**config.mk**
```make
export PLATFORM = sky130hd
export DESIGN_NAME = lsu_bus_adapter_flat
export DESIGN_NICKNAME = d
export VERILOG_FILES = /design/src/rtl/lsu_bus_adapter_if.sv /design/src/rtl/lsu_bus_adapter.sv /design/src/flat_wrapper.sv
export SDC_FILE = /design/constraint.sdc
export NUM_CORES = 1
export LEC_CHECK = 0
export BUFFER_PORTS_ARGS = -buffer_cell sky130_fd_sc_hd__clkbuf_2
export CAP_MARGIN = 20
export CORE_AREA = 2 2 112 114
export DETAILED_ROUTE_END_ITERATION = 6
export DIE_AREA = 0 0 114 116
export GPL_ROUTABILITY_DRIVEN = 0
export PLACE_DENSITY = 0.81
export SLEW_MARGIN = 20
export SYNTH_ARGS = -nofsm -noshare
export SYNTH_HDL_FRONTEND = slang
export SYNTH_SLANG_ARGS = --single-unit
```
**constraint.sdc**
```tcl
create_clock -name clk -period 2 [get_ports clk]
set_input_delay 0.4 -clock clk [delete_from_list [all_inputs] [get_ports clk]]
set_output_delay 0.4 -clock clk [all_outputs]
set_load 0.02 [all_outputs]
```
**src/rtl/lsu_bus_adapter_if.sv**
```systemverilog
// Core-side request/response and bus-side valid/ready signals of the LSU bus adapter.
// "master" is the adapter's view; "slave" is the view of the core/bus environment.
interface lsu_bus_adapter_if #(
  parameter int XLEN       = 32,
  parameter int ADDR_WIDTH = 32
);
  localparam int NB = XLEN / 8;

  logic                  io_req_valid;
  logic                  io_req_store;
  logic [1:0]            io_req_size;
  logic                  io_req_signed;
  logic [ADDR_WIDTH-1:0] io_req_addr;
  logic [XLEN-1:0]       io_req_wdata;
  logic                  io_stall;
  logic                  io_resp_valid;
  logic [XLEN-1:0]       io_resp_rdata;
  logic                  io_fault;
  logic [1:0]            io_fault_cause;

  logic                  io_bus_req_valid;
  logic                  io_bus_req_ready;
  logic [ADDR_WIDTH-1:0] io_bus_addr;
  logic                  io_bus_we;
  logic [NB-1:0]         io_bus_mask;
  logic [XLEN-1:0]       io_bus_wdata;
  logic                  io_bus_resp_valid;
  logic                  io_bus_resp_err;
  logic [XLEN-1:0]       io_bus_rdata;

  modport master (
    input  io_req_valid, io_req_store, io_req_size, io_req_signed, io_req_addr, io_req_wdata,
    output io_stall, io_resp_valid, io_resp_rdata, io_fault, io_fault_cause,
    output io_bus_req_valid, io_bus_addr, io_bus_we, io_bus_mask, io_bus_wdata,
    input  io_bus_req_ready, io_bus_resp_valid, io_bus_resp_err, io_bus_rdata
  );

  modport slave (
    output io_req_valid, io_req_store, io_req_size, io_req_signed, io_req_addr, io_req_wdata,
    input  io_stall, io_resp_valid, io_resp_rdata, io_fault, io_fault_cause,
    input  io_bus_req_valid, io_bus_addr, io_bus_we, io_bus_mask, io_bus_wdata,
    output io_bus_req_ready, io_bus_resp_valid, io_bus_resp_err, io_bus_rdata
  );
endinterface

```
**src/rtl/lsu_bus_adapter.sv**
```systemverilog
// Load/store unit between the core memory stage and a variable-latency valid/ready bus.
// Builds byte lanes/masks, aligns and extends load data, stalls the core, reports faults.
module lsu_bus_adapter #(
  parameter int XLEN       = 32,
  parameter int ADDR_WIDTH = 32,
  parameter int TIMEOUT    = 255
) (
  input logic              clk,
  input logic              rst,
  lsu_bus_adapter_if.master io
);
  localparam int NB = XLEN / 8;
  localparam int LW = $clog2(NB);

  typedef enum logic [1:0] {IDLE, REQ, WAIT, DONE} state_t;

  state_t                state, state_nxt;
  logic [15:0]           cnt;
  logic [ADDR_WIDTH-1:0] addr_q;
  logic                  we_q, sgn_q;
  logic [1:0]            size_q;
  logic [LW-1:0]         lane_q;
  logic [NB-1:0]         mask_q;
  logic [XLEN-1:0]       wdata_q;
  logic                  fault_q;
  logic [1:0]            cause_q;
  logic [XLEN-1:0]       rdata_q;

  logic                  misaligned, latch, timeout_hit;
  logic [LW-1:0]         lane;
  logic [NB-1:0]         mask_base, mask_d;
  logic [2:0]            bytes_m1;
  logic [XLEN-1:0]       wdata_d, shifted, load_d;
  logic                  fin_fault;
  logic [1:0]            fin_cause;
  logic [XLEN-1:0]       fin_rdata;
  int unsigned           src;

  assign timeout_hit = (cnt == 16'(TIMEOUT - 1));

  // Decode the incoming request: alignment, lane, byte mask and replicated store data
  always_comb begin
    lane = io.io_req_addr[LW-1:0];
    case (io.io_req_size)
      2'd0: begin misaligned = 1'b0; mask_base = NB'(1); bytes_m1 = 3'd0; end
      2'd1: begin misaligned = io.io_req_addr[0]; mask_base = NB'(3); bytes_m1 = 3'd1; end
      2'd2: begin misaligned = |io.io_req_addr[1:0]; mask_base = NB'(15); bytes_m1 = 3'd3; end
      default: begin
        misaligned = (XLEN == 32) || (|io.io_req_addr[2:0]);
        mask_base  = NB'(255);
        bytes_m1   = 3'd7;
      end
    endcase
    mask_d  = mask_base << lane;
    wdata_d = '0;
    src     = 0;
    for (int unsigned i = 0; i < NB; i++) begin
      // Wrapping the source byte index repeats the low 2^size bytes on every lane
      src = i & 32'(bytes_m1) & 32'(NB - 1);
      wdata_d[8*i +: 8] = io.io_req_wdata[8*src +: 8];
    end
  end

  // Align the bus read data to the addressed lane and extend to XLEN
  always_comb begin
    shifted = io.io_bus_rdata >> {lane_q, 3'b000};
    case (size_q)
      2'd0:    load_d = sgn_q ? XLEN'($signed(shifted[7:0]))  : XLEN'(shifted[7:0]);
      2'd1:    load_d = sgn_q ? XLEN'($signed(shifted[15:0])) : XLEN'(shifted[15:0]);
      2'd2:    load_d = sgn_q ? XLEN'($signed(shifted[31:0])) : XLEN'(shifted[31:0]);
      default: load_d = shifted;
    endcase
  end

  // State register; reset returns to IDLE from anywhere, mid-transaction included
  always_ff @(posedge clk) begin
    if (!rst) state <= IDLE;
    else      state <= state_nxt;
  end

  // Next-state logic and the completion values loaded on entry to DONE
  always_comb begin
    state_nxt = state;
    latch     = 1'b0;
    fin_fault = 1'b0;
    fin_cause = 2'b00;
    fin_rdata = '0;
    case (state)
      IDLE: if (io.io_req_valid) begin
        if (misaligned) begin
          state_nxt = DONE;
          fin_fault = 1'b1;
          fin_cause = 2'b01;
        end else begin
          state_nxt = REQ;
          latch     = 1'b1;
        end
      end
      REQ: begin
        if (timeout_hit) begin
          state_nxt = DONE;
          fin_fault = 1'b1;
          fin_cause = 2'b11;
        end else if (io.io_bus_req_ready) begin
          state_nxt = WAIT;
        end
      end
      WAIT: begin
        // A response in the final counted cycle still wins over the timeout
        if (io.io_bus_resp_valid) begin
          state_nxt = DONE;
          if (io.io_bus_resp_err) begin
            fin_fault = 1'b1;
            fin_cause = 2'b10;
          end else if (!we_q) begin
            fin_rdata = load_d;
          end
        end else if (timeout_hit) begin
          state_nxt = DONE;
          fin_fault = 1'b1;
          fin_cause = 2'b11;
        end
      end
      DONE:    state_nxt = IDLE;
      default: state_nxt = IDLE;
    endcase
  end

  // Timeout counter: counts cycles spent in REQ and WAIT, zero elsewhere
  always_ff @(posedge clk) begin
    if (!rst)                             cnt <= '0;
    else if (state == REQ || state == WAIT) cnt <= cnt + 16'd1;
    else                                  cnt <= '0;
  end

  // Latched request and completion registers; completion values live only in DONE
  always_ff @(posedge clk) begin
    if (!rst) begin
      addr_q  <= '0;
      we_q    <= 1'b0;
      sgn_q   <= 1'b0;
      size_q  <= 2'b00;
      lane_q  <= '0;
      mask_q  <= '0;
      wdata_q <= '0;
      fault_q <= 1'b0;
      cause_q <= 2'b00;
      rdata_q <= '0;
    end else begin
      if (latch) begin
        addr_q  <= io.io_req_addr & ~ADDR_WIDTH'(NB - 1);
        we_q    <= io.io_req_store;
        sgn_q   <= io.io_req_signed;
        size_q  <= io.io_req_size;
        lane_q  <= lane;
        mask_q  <= mask_d;
        wdata_q <= wdata_d;
      end
      fault_q <= fin_fault;
      cause_q <= fin_cause;
      rdata_q <= fin_rdata;
    end
  end

  assign io.io_stall         = rst & io.io_req_valid & (state != DONE);
  assign io.io_resp_valid    = (state == DONE);
  assign io.io_resp_rdata    = rdata_q;
  assign io.io_fault         = fault_q;
  assign io.io_fault_cause   = cause_q;
  assign io.io_bus_req_valid = (state == REQ);
  assign io.io_bus_addr      = addr_q;
  assign io.io_bus_we        = we_q;
  assign io.io_bus_mask      = mask_q;
  assign io.io_bus_wdata     = wdata_q;
endmodule

```
**src/flat_wrapper.sv**
```systemverilog
// flat-port wrapper written by rule: the top's interface ports become plain ports
module lsu_bus_adapter_flat 
#(
  parameter int XLEN       = 32,
  parameter int ADDR_WIDTH = 32,
  parameter int TIMEOUT    = 255
)
  (clk, rst, io_io_req_valid, io_io_req_store, io_io_req_size, io_io_req_signed, io_io_req_addr, io_io_req_wdata, io_io_stall, io_io_resp_valid, io_io_resp_rdata, io_io_fault, io_io_fault_cause, io_io_bus_req_valid, io_io_bus_addr, io_io_bus_we, io_io_bus_mask, io_io_bus_wdata, io_io_bus_req_ready, io_io_bus_resp_valid, io_io_bus_resp_err, io_io_bus_rdata);
  lsu_bus_adapter_if #(.XLEN(XLEN), .ADDR_WIDTH(ADDR_WIDTH)) io_i ();
  input logic clk;
  input logic rst;
  input wire logic [$bits(io_i.io_req_valid)-1:0] io_io_req_valid;
  input wire logic [$bits(io_i.io_req_store)-1:0] io_io_req_store;
  input wire logic [$bits(io_i.io_req_size)-1:0] io_io_req_size;
  input wire logic [$bits(io_i.io_req_signed)-1:0] io_io_req_signed;
  input wire logic [$bits(io_i.io_req_addr)-1:0] io_io_req_addr;
  input wire logic [$bits(io_i.io_req_wdata)-1:0] io_io_req_wdata;
  output wire logic [$bits(io_i.io_stall)-1:0] io_io_stall;
  output wire logic [$bits(io_i.io_resp_valid)-1:0] io_io_resp_valid;
  output wire logic [$bits(io_i.io_resp_rdata)-1:0] io_io_resp_rdata;
  output wire logic [$bits(io_i.io_fault)-1:0] io_io_fault;
  output wire logic [$bits(io_i.io_fault_cause)-1:0] io_io_fault_cause;
  output wire logic [$bits(io_i.io_bus_req_valid)-1:0] io_io_bus_req_valid;
  output wire logic [$bits(io_i.io_bus_addr)-1:0] io_io_bus_addr;
  output wire logic [$bits(io_i.io_bus_we)-1:0] io_io_bus_we;
  output wire logic [$bits(io_i.io_bus_mask)-1:0] io_io_bus_mask;
  output wire logic [$bits(io_i.io_bus_wdata)-1:0] io_io_bus_wdata;
  input wire logic [$bits(io_i.io_bus_req_ready)-1:0] io_io_bus_req_ready;
  input wire logic [$bits(io_i.io_bus_resp_valid)-1:0] io_io_bus_resp_valid;
  input wire logic [$bits(io_i.io_bus_resp_err)-1:0] io_io_bus_resp_err;
  input wire logic [$bits(io_i.io_bus_rdata)-1:0] io_io_bus_rdata;
  assign io_i.io_req_valid = io_io_req_valid;
  assign io_i.io_req_store = io_io_req_store;
  assign io_i.io_req_size = io_io_req_size;
  assign io_i.io_req_signed = io_io_req_signed;
  assign io_i.io_req_addr = io_io_req_addr;
  assign io_i.io_req_wdata = io_io_req_wdata;
  assign io_io_stall = io_i.io_stall;
  assign io_io_resp_valid = io_i.io_resp_valid;
  assign io_io_resp_rdata = io_i.io_resp_rdata;
  assign io_io_fault = io_i.io_fault;
  assign io_io_fault_cause = io_i.io_fault_cause;
  assign io_io_bus_req_valid = io_i.io_bus_req_valid;
  assign io_io_bus_addr = io_i.io_bus_addr;
  assign io_io_bus_we = io_i.io_bus_we;
  assign io_io_bus_mask = io_i.io_bus_mask;
  assign io_io_bus_wdata = io_i.io_bus_wdata;
  assign io_i.io_bus_req_ready = io_io_bus_req_ready;
  assign io_i.io_bus_resp_valid = io_io_bus_resp_valid;
  assign io_i.io_bus_resp_err = io_io_bus_resp_err;
  assign io_i.io_bus_rdata = io_io_bus_rdata;
  lsu_bus_adapter #(.XLEN(XLEN), .ADDR_WIDTH(ADDR_WIDTH), .TIMEOUT(TIMEOUT)) u_core (.clk(clk), .rst(rst), .io(io_i));
endmodule
```
* Word-level counts from Yosys, hierarchy flattened
Index checks and enable logic that the tools add are counted.
W data, S select, Z words.
** Word-level totals
- Flip-flop bits (word level) :: 125
- Latch bits :: 0
- Memory bits (writable) :: 0
- Memory bits (read-only) :: 0
- Logic and storage cells :: 70
- Memories :: 0
** Operators by class
- Add/subtract/negate cells :: 1
- Multiply operators :: 0
- Div/mod/pow operators :: 0
- Magnitude comparators :: 0
- Equality and inequality tests :: 11
- Shift operators :: 5
- Muxes and demuxes :: 28
- Bitwise gates (word level) :: 5
- Reduce and logical (&&, ||, !) cells :: 8
** Operators with widths (number)
- $mux W32 :: 2
- $pmux W32 S2 :: 1
- $shiftx A32 B6 Y8 :: 2
- $shiftx A32 B5 Y8 :: 1
- $shr A32 B5 Y32 :: 1
- $mux W2 :: 10
- $add A16 B1 Y16 const B :: 1
- $eq A16 B8 Y1 const B :: 1
- $pmux W2 S3 :: 2
- $mux W1 :: 9
- $pmux W2 S4 :: 1
- $pmux W4 S2 :: 1
- $eq A2 B1 Y1 const B :: 3
- $eq A2 B2 Y1 const B :: 3
- $logic_not A2 Y1 :: 3
- $pmux W1 S3 :: 2
- $reduce_or A5 Y1 :: 1
- $ne A2 B2 Y1 const B :: 2
- $shl A4 B2 Y4 :: 1
- $ne A3 B1 Y1 const B :: 1
- $ne A3 B2 Y1 const B :: 1
- $not A1 Y1 :: 3
- $reduce_and A3 Y1 :: 1
- $and A1 B1 Y1 :: 2
- other kinds (3) :: 3

* Longest topological paths before layout
Gate-level depths: netlist (run 1).
- Depth in word-level cells :: 5
- Depth in mapped cells :: 9

* Worst setup path after synthesis (run 1)
No wires, ideal clock.
- Path type :: reg-to-reg
- Start point :: reg u_core.lane_q[0]
- End point :: reg u_core.rdata_q[21], in the netlist u_core.io.io_resp_rdata[21]
- Library setup time :: 0.132 ns
- Data arrival time :: 1.567 ns
- Slack :: 0.301 ns
- Stages on the path, launching flop included :: 7
- Period minus slack after synthesis :: 1.699 ns
- Cell sequence :: dfxtp_1 buf_2 mux2_2 o311ai_0 a211o_1 buf_2 a21oi_1
** On the way
- Longest elaborated chain between the ends :: 3
- Elaborated cells between the ends (all ways) :: 4
- Classes of those cells :: 1 x shift; 3 x mux
** RTL lines
- start, declared :: RTL line lsu_bus_adapter.sv:22 : logic [LW-1:0] lane_q;
- start signal, assigned :: RTL line lsu_bus_adapter.sv:155 : lane_q <= lane;
- $shr A32 B5 Y32 (*) :: RTL line lsu_bus_adapter.sv:66 : shifted = io.io_bus_rdata >> {lane_q, 3'b000};
- $mux W32 (on tied branches) :: RTL line lsu_bus_adapter.sv:69, lsu_bus_adapter.sv:68
- $pmux W32 S2 (*) :: RTL line lsu_bus_adapter.sv:67 : case (size_q)
- end signal, assigned :: RTL line lsu_bus_adapter.sv:161 : rdata_q <= fin_rdata;
- end, declared :: RTL line lsu_bus_adapter.sv:27 : logic [XLEN-1:0] rdata_q;
Every way passes the cells marked *; elsewhere a longest branch is shown, timed or not.
A chain may end at the register's enable or synchronous reset.

* Final worst setup path (run 1)
- Start point :: reg u_core.state[0]
- End point :: out io_io_stall
** On the way
- Longest elaborated chain between the ends :: 2
** RTL lines
- start, declared :: RTL line lsu_bus_adapter.sv:17 : state_t state, state_nxt;
- start signal, assigned :: RTL line lsu_bus_adapter.sv:78 : else state <= state_nxt;
- $ne A2 B2 Y1 :: RTL line lsu_bus_adapter.sv:165 : assign io.io_stall = rst & io.io_req_valid & (state != DONE);
- $and A1 B1 Y1 :: RTL line lsu_bus_adapter.sv:165
- end, declared :: RTL line flat_wrapper.sv:18 : output wire logic [$bits(io_i.io_stall)-1:0] io_io_stall;
No other way between the ends.

==> reports/qor.csv, run 1 <==
stage,metric,value,unit
clock_network,Post-CTS Setup Inserts,0,
clock_network,H-tree depth,4,
timing,setup TNS,0,ns
placed_design,DP Worst Slack,0.1599,ns
floorplan,core area,11910,sq um
placed_design,placed cell count,976,
critical_path,element type at the critical path end,output pin,
cells_and_area,ANT cells,0,
power,Cell Pwr Density,1060,nW/um^2
floorplan,initial core utilization,44.30,%
critical_path,critical path class,reg2out,
route,Vias/cell,5.138,
synthesis,Yosys reg bits,125,
clock_network,TritonCTS buffer count,17,
timing,fin worst setup slack,0.1119,ns
synthesis,top-area cell type share of the netlist area,47.43,%
timing,Slew Limit Fails,0,
route,routed len/inst,14.93,um
grt,gr usage total,22.27,%
critical_path,Worst Path Arrival,1.49,ns
route,Pre-antenna DRT Iters,7,
power,Worst VDD drop,0.0006104,V
route,vias after detailed routing,5179,
synthesis,Avg Synthesized Cell Area,8.231,sq um
power,Design Power,7.594,mW
grt,largest net degree at the start of global routing,52,
synthesis,top post-synthesis cells by area,"dfxtp_1, nand2_1, a21oi_1",
grt,grt total ovfl,0,
synthesis,Yosys cell types,45,
grt,vias in the first global route,4684,
synthesis,Most used DFF post-synth,dfxtp_1,
critical_path,"Data required, critical path",1.60,ns
floorplan,I/O Pins,213,
timing,clock period minus worst slack,1.888,ns
synthesis,number of flops mapped to enable cells by yosys,0,
critical_path,startpoint types,flip-flop,
clock_network,Worst-path clk slew,0.06,ns
timing,final setup fails,0,
synthesis,Mapped Area,5276,sq um
cells_and_area,layout cells sized above 1,32.40,%
clock_network,worst skew pair latency,0.41,ns
timing,Max Clk Rate,0.5296,GHz
synthesis,Post-Syn Instances,641,
cells_and_area,Final Instance Count excl. Fillers,1008,
floorplan,site row count,40,
grt,first-pass GRT wire length,23120,um
route,drt drc,0,
placed_design,HPWL after DPL,11100,um
clock_network,Max clock buf depth,2,
cells_and_area,Filler cells,1065,
critical_path,CP Max Fanout,5,
route,"wirelength, routed",15050,um
timing,final worst-path cycle share,94.41,%
placed_design,DP Area,6550,sq um
run_status,outcome,"finished, final reports clean",
synthesis,fraction of registers with async set/reset,0,%
cells_and_area,area growth from synthesis to final layout,35.71,%
clock_network,CTS sink cnt,125,
placed_design,I/O Buffers,210,
floorplan,Die H,116,um
run,# Max-Cap Violations,0,
timing,Fin. Hold Viols,0,
timing,Post-Route Skew,0.01105,ns
cells_and_area,Final #Nets,961,
synthesis,Synthesis Warnings,0,
synthesis,sequential area share after synthesis,47.43,%
route,ANT nets after route,0,
hold_path,Hold WC Path Type,in2reg,
power,LEAKAGE,3.061,nW
route,DRT iter0 DRCs,453,
clock_network,CTS tree,built,
timing,Relative slew margins,36.41,%
clock_network,Root Driver,clkbuf_16,
cells_and_area,fin area,7161,sq um
floorplan,chip width,114,um
floorplan,Die Footprint,13220,sq um
grt,initial antenna violation count,0,
timing,Worst-Margin Slew,0.9465,ns
timing,unrepaired setup endpoints after global routing,no,
synthesis,post-synth top area cell,dfxtp_1,
[kinds of logic (layout without fill, tap and decap cells)]
group | after synthesis | in the layout | synth area share [%]
buffers and inverters | 55 | 274 | 4.387
flip-flops | 125 | 125 | 47.43
AO/OA/AOI/OAI | 151 | 151 | 16.29
AND/OR/NAND/NOR | 249 | 249 | 20.13
adder cells (fa/ha/maj) | 7 | 7 | 1.660
XOR/XNOR | 10 | 10 | 1.660
other | 1 | 2 | 0.07107
multiplexers | 43 | 43 | 8.371
[layout make-up]
class / instances / area, sq um / share of cell area, %
clock inverter: 10 / 138.9 / 1.940
sequential: 125 / 2502 / 34.95
tap: 147 / 183.9 / 2.569
multi-input combinational: 462 / 2571 / 35.91
clock buffer: 22 / 464.2 / 6.483
timing repair buffer: 231 / 1259 / 17.58
inverter: 11 / 41.29 / 0.5766
[per-stage QoR]
step                      util, %  hold WS (ns)
after global placement      54.99        0.4414
final                       60.12        0.2134
after floorplan                 -        0.4411
after global routing        60.12        0.2096
after detailed placement    54.99        0.4457
after CTS                   60.05        0.2021
[placed cells by master (no fill, tap or decap), types with 2 or more instances in the layout]
cell type	synthesis	final
nand4_1	4	4
or2_2	2	2
nor2_1	52	52
nor3_1	9	8
ha_1	7	7
a311oi_1	9	9
xnor2_1	7	7
nand2b_1	6	5
mux2i_1	34	34
nand2_1	146	146
a211oi_1	15	15
xor2_1	3	3
conb_1	1	2
clkbuf_8	0	2
clkbuf_1	25	3
dfxtp_1	125	125
clkbuf_2	0	210
nor4_1	2	2
and2_1	7	7
buf_12	0	4
bufinv_16	0	3
or3_1	7	7
nand3_1	6	6
clkinv_2	0	3
inv_1	10	10
a31oi_1	2	2
mux2_2	9	9
o21ai_0	31	31
clkinv_4	0	3
clkbuf_16	0	17
buf_4	2	17
a21oi_1	85	85
[cell usage after synthesis (2+ instances only)]
cell and count:
nand2_1 146, dfxtp_1 125, a21oi_1 85, nor2_1 52
mux2i_1 34, o21ai_0 31, clkbuf_1 25, a211oi_1 15
buf_2 14, inv_1 10, a311oi_1 9, mux2_2 9
nor3_1 9, and2_1 7, ha_1 7, or3_1 7
xnor2_1 7, nand2b_1 6, nand3_1 6, nand4_1 4
buf_1 3, xor2_1 3, a31oi_1 2, buf_4 2
nor4_1 2, or2_2 2
[what timing repair did]
item	in CTS	in global routing
gates resized for setup	0	2
hold buffers	0	0
hold endpoints to repair	0	0
endpoints found under the setup margin	0	2
[metal layers]
layer | vias up | share of wire (%) | global-route usage, % | routed length [um]
li1 | 2600 | - | - | -
met1 | 2380 | 43 | 27.06 | 6508
met2 | 178 | 50 | 38.69 | 7467
met3 | 21 | 5.6 | 5.544 | 849
met4 | 0 | 1.5 | 7.561 | 220
met5 | - | 0 | 0 | 0
[worst max-delay path, cell delays in order (launching register included)]
cell      delay (ns)
dfxtp_1         0.36
ha_1            0.24
nand2b_2        0.22
nor2_1          0.09
clkbuf_2        0.17
[power by group]
| part | leakage, nW | internal, mW | switching [mW] |
|---|---|---|---|
| Combinational | 1.75 | 0.615 | 1.05 |
| Sequential | 1.01 | 2.70 | 0.132 |
| Clock | 0.294 | 2.02 | 1.07 |
[sequential cells by signal, summed over array words and instances (netlist names)]
signal / cells
u_core.cnt: 16
u_core.io.io_bus_mask: 4
u_core.lane_q: 2
u_core.io.io_fault: 1
u_core.io.io_bus_wdata: 32
u_core.io.io_bus_we: 1
u_core.io.io_bus_addr: 30
u_core.io.io_resp_rdata: 32
u_core.size_q: 2
u_core.state: 2
u_core.io.io_fault_cause: 2
u_core.sgn_q: 1
[path summary, 6_finish.rpt]
kind                                                start                        end  slack, ns  cells after the start
worst max-delay path                      u_core.state[0]                io_io_stall       0.11                      4
worst max register to register              u_core.cnt[8]             u_core.cnt[15]       0.23                      4
worst min register to register  u_core.io.io_bus_addr[24]  u_core.io.io_bus_addr[24]       0.45                      2
worst min-delay path                     io_io_req_signed               u_core.sgn_q       0.21                      3
(Power assumes the default switching activity.)
==> inputs of run 2 (changes only) <==
--- a/config.mk
+++ b/config.mk
@@ -5,11 +5,12 @@
 export SDC_FILE = /design/constraint.sdc
 export NUM_CORES = 1
 export LEC_CHECK = 0
+export ABC_AREA = 1
 export BUFFER_PORTS_ARGS = -buffer_cell sky130_fd_sc_hd__clkbuf_2
 export CAP_MARGIN = 20
-export CORE_AREA = 2 2 112 114
+export CORE_AREA = 2 2 113 115
 export DETAILED_ROUTE_END_ITERATION = 6
-export DIE_AREA = 0 0 114 116
+export DIE_AREA = 0 0 115 117
 export GPL_ROUTABILITY_DRIVEN = 0
 export PLACE_DENSITY = 0.81
 export SLEW_MARGIN = 20
==> reports/qor.csv, run 2 <==
stage,metric,value,unit,change
floorplan,Die Footprint,13460,sq um,+1.7%
route,drt drc,0,,unchanged
floorplan,I/O Pins,213,,unchanged
critical_path,worst-path cell chain,"ha_2, nor2_2, inv_1, nor2_1, buf_2",,
synthesis,top-area cell type share of the netlist area,46.10,%,-1.3 points
clock_network,H-tree depth,4,,unchanged
synthesis,most common cell in the netlist,nand2_1,,
placed_design,HPWL after DPL,11440,um,+3.1%
power,share of total power in the clock network,40.3,%,-0.5 points
critical_path,end point of the critical path,io_io_stall,,
timing,Relative slew margins,34.87,%,-1.5 points
timing,fin worst setup slack,0.1117,ns,-0.0001410 ns
synthesis,Most used DFF post-synth,dfxtp_1,,
critical_path,"Data required, critical path",1.60,ns,about the same
clock_network,hold_buf cts,0,,unchanged
clock_network,Post-CTS Setup Inserts,0,,unchanged
critical_path,critical path class,reg2out,,
synthesis,Synthesis Warnings,0,,unchanged
cells_and_area,area growth from synthesis to final layout,33.36,%,
floorplan,Die H,117,um,+0.86%
route,DRT iter0 DRCs,475,,+4.9%
hold_path,Hold WC Path Type,in2reg,,
critical_path,startpoint types,flip-flop,,
clock_network,Root Driver,clkbuf_16,,
critical_path,R2R depth,8,,+4
run,# Max-Cap Violations,0,,unchanged
synthesis,Avg Synthesized Cell Area,7.049,sq um,-14%
power,Worst VDD drop,0.0007165,V,+17%
power,Cell Pwr Density,1119,nW/um^2,+5.5%
timing,unrepaired setup endpoints after global routing,no,,
power,part of the power in combinational logic,23.3,%,+1.4 points
clock_network,CTS sink cnt,125,,unchanged
synthesis,Mapped Area,5428,sq um,+2.9%
timing,Slew Limit Fails,0,,unchanged
power,switching share of power,31.40,%,+1.7 points
run_status,outcome,"finished, final reports clean",,
placed_design,placed cell count,1106,,+13%
critical_path,"slowest stage delay, CP",0.34,ns,-0.02 ns
synthesis,post-synth top area cell,dfxtp_1,,
power,NetSw,2.543,mW,+13%
timing,Fin. Hold Viols,0,,unchanged
placed_design,DP Worst Slack,0.1221,ns,-0.03780 ns
timing,Max Clk Rate,0.5296,GHz,about the same
cells_and_area,"most common cell after layout, fill and taps aside",clkbuf_2,,
clock_network,worst skew pair latency,0.42,ns,about the same
placed_design,I/O Buffers,210,,unchanged
route,"wirelength, routed",15710,um,+4.4%
grt,gr usage total,23.25,%,+0.97 points
cells_and_area,Filler cells,1122,,+5.4%
timing,setup TNS,0,ns,unchanged
critical_path,Levels on crit path,5,,+1
power,Pint,5.556,mW,+4.0%
critical_path,R2R Setup Slk,0.23,ns,about the same
synthesis,fraction of registers with async set/reset,0,%,unchanged
critical_path,CP Max Fanout,5,,unchanged
clock_network,CTS tree,built,,
critical_path,reg2reg start,u_core.state[1],,
clock_network,Max clock buf depth,2,,unchanged
route,vias after detailed routing,5779,,+12%
clock_network,Worst-path clk slew,0.06,ns,about the same
route,ANT nets after route,0,,unchanged
synthesis,commonest cells in the netlist,"nand2_1, dfxtp_1, nor2_1",,
power,LEAKAGE,3.647,nW,+19%
timing,final worst-path cycle share,94.41,%,about the same
clock_network,TritonCTS buffer count,17,,unchanged
timing,Hold WS,0.2013,ns,-0.01206 ns
route,Pre-antenna DRT Iters,5,,-2
critical_path,buffers and inverters on the worst path,2,,+1
cells_and_area,layout cells sized above 1,27.02,%,-5.4 points
timing,Post-Route Skew,0.007051,ns,-0.004001 ns
power,sequential share of power,36.4,%,-0.9 points
floorplan,chip width,115,um,+0.88%
floorplan,initial core utilization,44.09,%,-0.21 points
synthesis,sequential area share after synthesis,46.10,%,-1.3 points
synthesis,number of flops mapped to enable cells by yosys,0,,unchanged
timing,final setup fails,0,,unchanged
critical_path,critical path's top delay family,flip-flops,,
grt,initial antenna violation count,0,,unchanged
cells_and_area,ANT cells,0,,unchanged
grt,grt total ovfl,0,,unchanged
synthesis,Post-Syn Instances,770,,+20%
power,Design Power,8.099,mW,+6.7%
critical_path,CP max stage cell,dfxtp_1,,
floorplan,core area,12310,sq um,+3.4%
critical_path,Worst Path Arrival,1.49,ns,about the same
cells_and_area,Final Instance Count excl. Fillers,1138,,+13%
critical_path,element type at the critical path end,output pin,,
floorplan,site row count,41,,+2.5%
grt,largest net degree at the start of global routing,53,,+1.9%
cells_and_area,Final #Nets,1088,,+13%
synthesis,Yosys cell types,30,,-33%
timing,Worst-Margin Slew,0.9733,ns,+0.02680 ns
grt,first-pass GRT wire length,24360,um,+5.3%
route,routed len/inst,13.81,um,-7.5%
synthesis,Yosys reg bits,125,,unchanged
synthesis,top post-synthesis cells by area,"dfxtp_1, nand2_1, o21ai_0",,
critical_path,Worst Setup SP,u_core.state[0],,
grt,vias in the first global route,5142,,+9.8%
cells_and_area,"commonest non-fill, non-tap cells in the layout","clkbuf_2, nand2_1, dfxtp_1",,
route,Vias/cell,5.078,,-1.2%
critical_path,RR Endpoint,u_core.io.io_bus_wdata[31],,
timing,clock period minus worst slack,1.888,ns,+0.0001410 ns
[run 2: changes by cell type in the layout (fill, tap and decap cells not counted), moves of 9 or more]
cell	delta
a211oi_1	-14
a21oi_1	-25
a311oi_1	-9
inv_1	+46
mux2_2	-9
mux2i_1	-34
nand2_1	+31
nand3_1	+48
nor2_1	+61
o21ai_0	+61
[run 2: layer usage]
metal / vias up / GRT usage, % / routed length [um]
li1: 2904 / - / -
met2: 295 / 36.78 / 7241
met5: - / 0 / 0
met3: 25 / 8.136 / 1524
met1: 2555 / 29.39 / 6637
met4: 0 / 8.755 / 310
[run 2: repair_timing]
item | 4_1_cts | 5_1_grt
cloned | 0 | 0
resized for setup | 1 | 2
endpoints found under the setup margin | 1 | 1
[run 2: final cells by class]
class | count | area, sq um | area share [%]
Clock buffer | 22 | 464.2 | 6.413
Tap cell | 150 | 187.7 | 2.593
Clock inverter | 10 | 161.4 | 2.230
Sequential cell | 125 | 2502 | 34.57
Inverter | 60 | 225.2 | 3.111
Timing Repair Buffer | 229 | 1206 | 16.66
Multi-Input combinational cell | 542 | 2491 | 34.42
[run 2: kinds of logic after synthesis]
logic type	count (synthesis)	synth area share, %
AOI/OAI and AO/OA	172	16.60
buffers and inverters	104	8.322
and+or+nand+nor	361	27.29
adders and majority gates	7	1.614
other	1	0.06909
DFF	125	46.10
[run 2: worst min-delay path by stage]
stage	start	endpoint	slack (ns)	depth (start not counted)
after detailed placement	u_core.io.io_bus_wdata[10]	u_core.io.io_bus_wdata[10]	0.45	1
final	io_io_req_addr[30]	u_core.io.io_bus_addr[30]	0.20	3
after global routing	io_io_req_addr[10]	u_core.io.io_bus_addr[10]	0.19	3
after global placement	u_core.cnt[0]	u_core.cnt[0]	0.44	1
after floorplan	u_core.cnt[0]	u_core.cnt[0]	0.43	1
after CTS	io_io_req_addr[14]	u_core.io.io_bus_addr[14]	0.18	3
[run 2: per-stage QoR]
stage	area (sq um)	util [%]
floorplan	5431	-
global placement	6608	53.67
detailed placement	6608	53.67
CTS	7236	58.77
global route	7238	58.79
finish	7238	58.79
[run 2: tightest hold or removal path, delay by kind of cell]
family / cells / cell delay [ns]
buffers and inverters: 1 / 0.08
AND/OR/NAND/NOR: 2 / 0.11
[run 2: power by group through the flow]
stage          combinational [mW]  clock [mW]  sequential [mW]
4_1_cts                      1.88        3.31             2.95
6_report                     1.88        3.27             2.95
5_1_grt                      2.10        3.43             2.98
3_3_place_gp                 1.85           0             2.99
3_5_place_dp                 1.88           0             2.99
2_1_floorplan               0.990           0             3.23
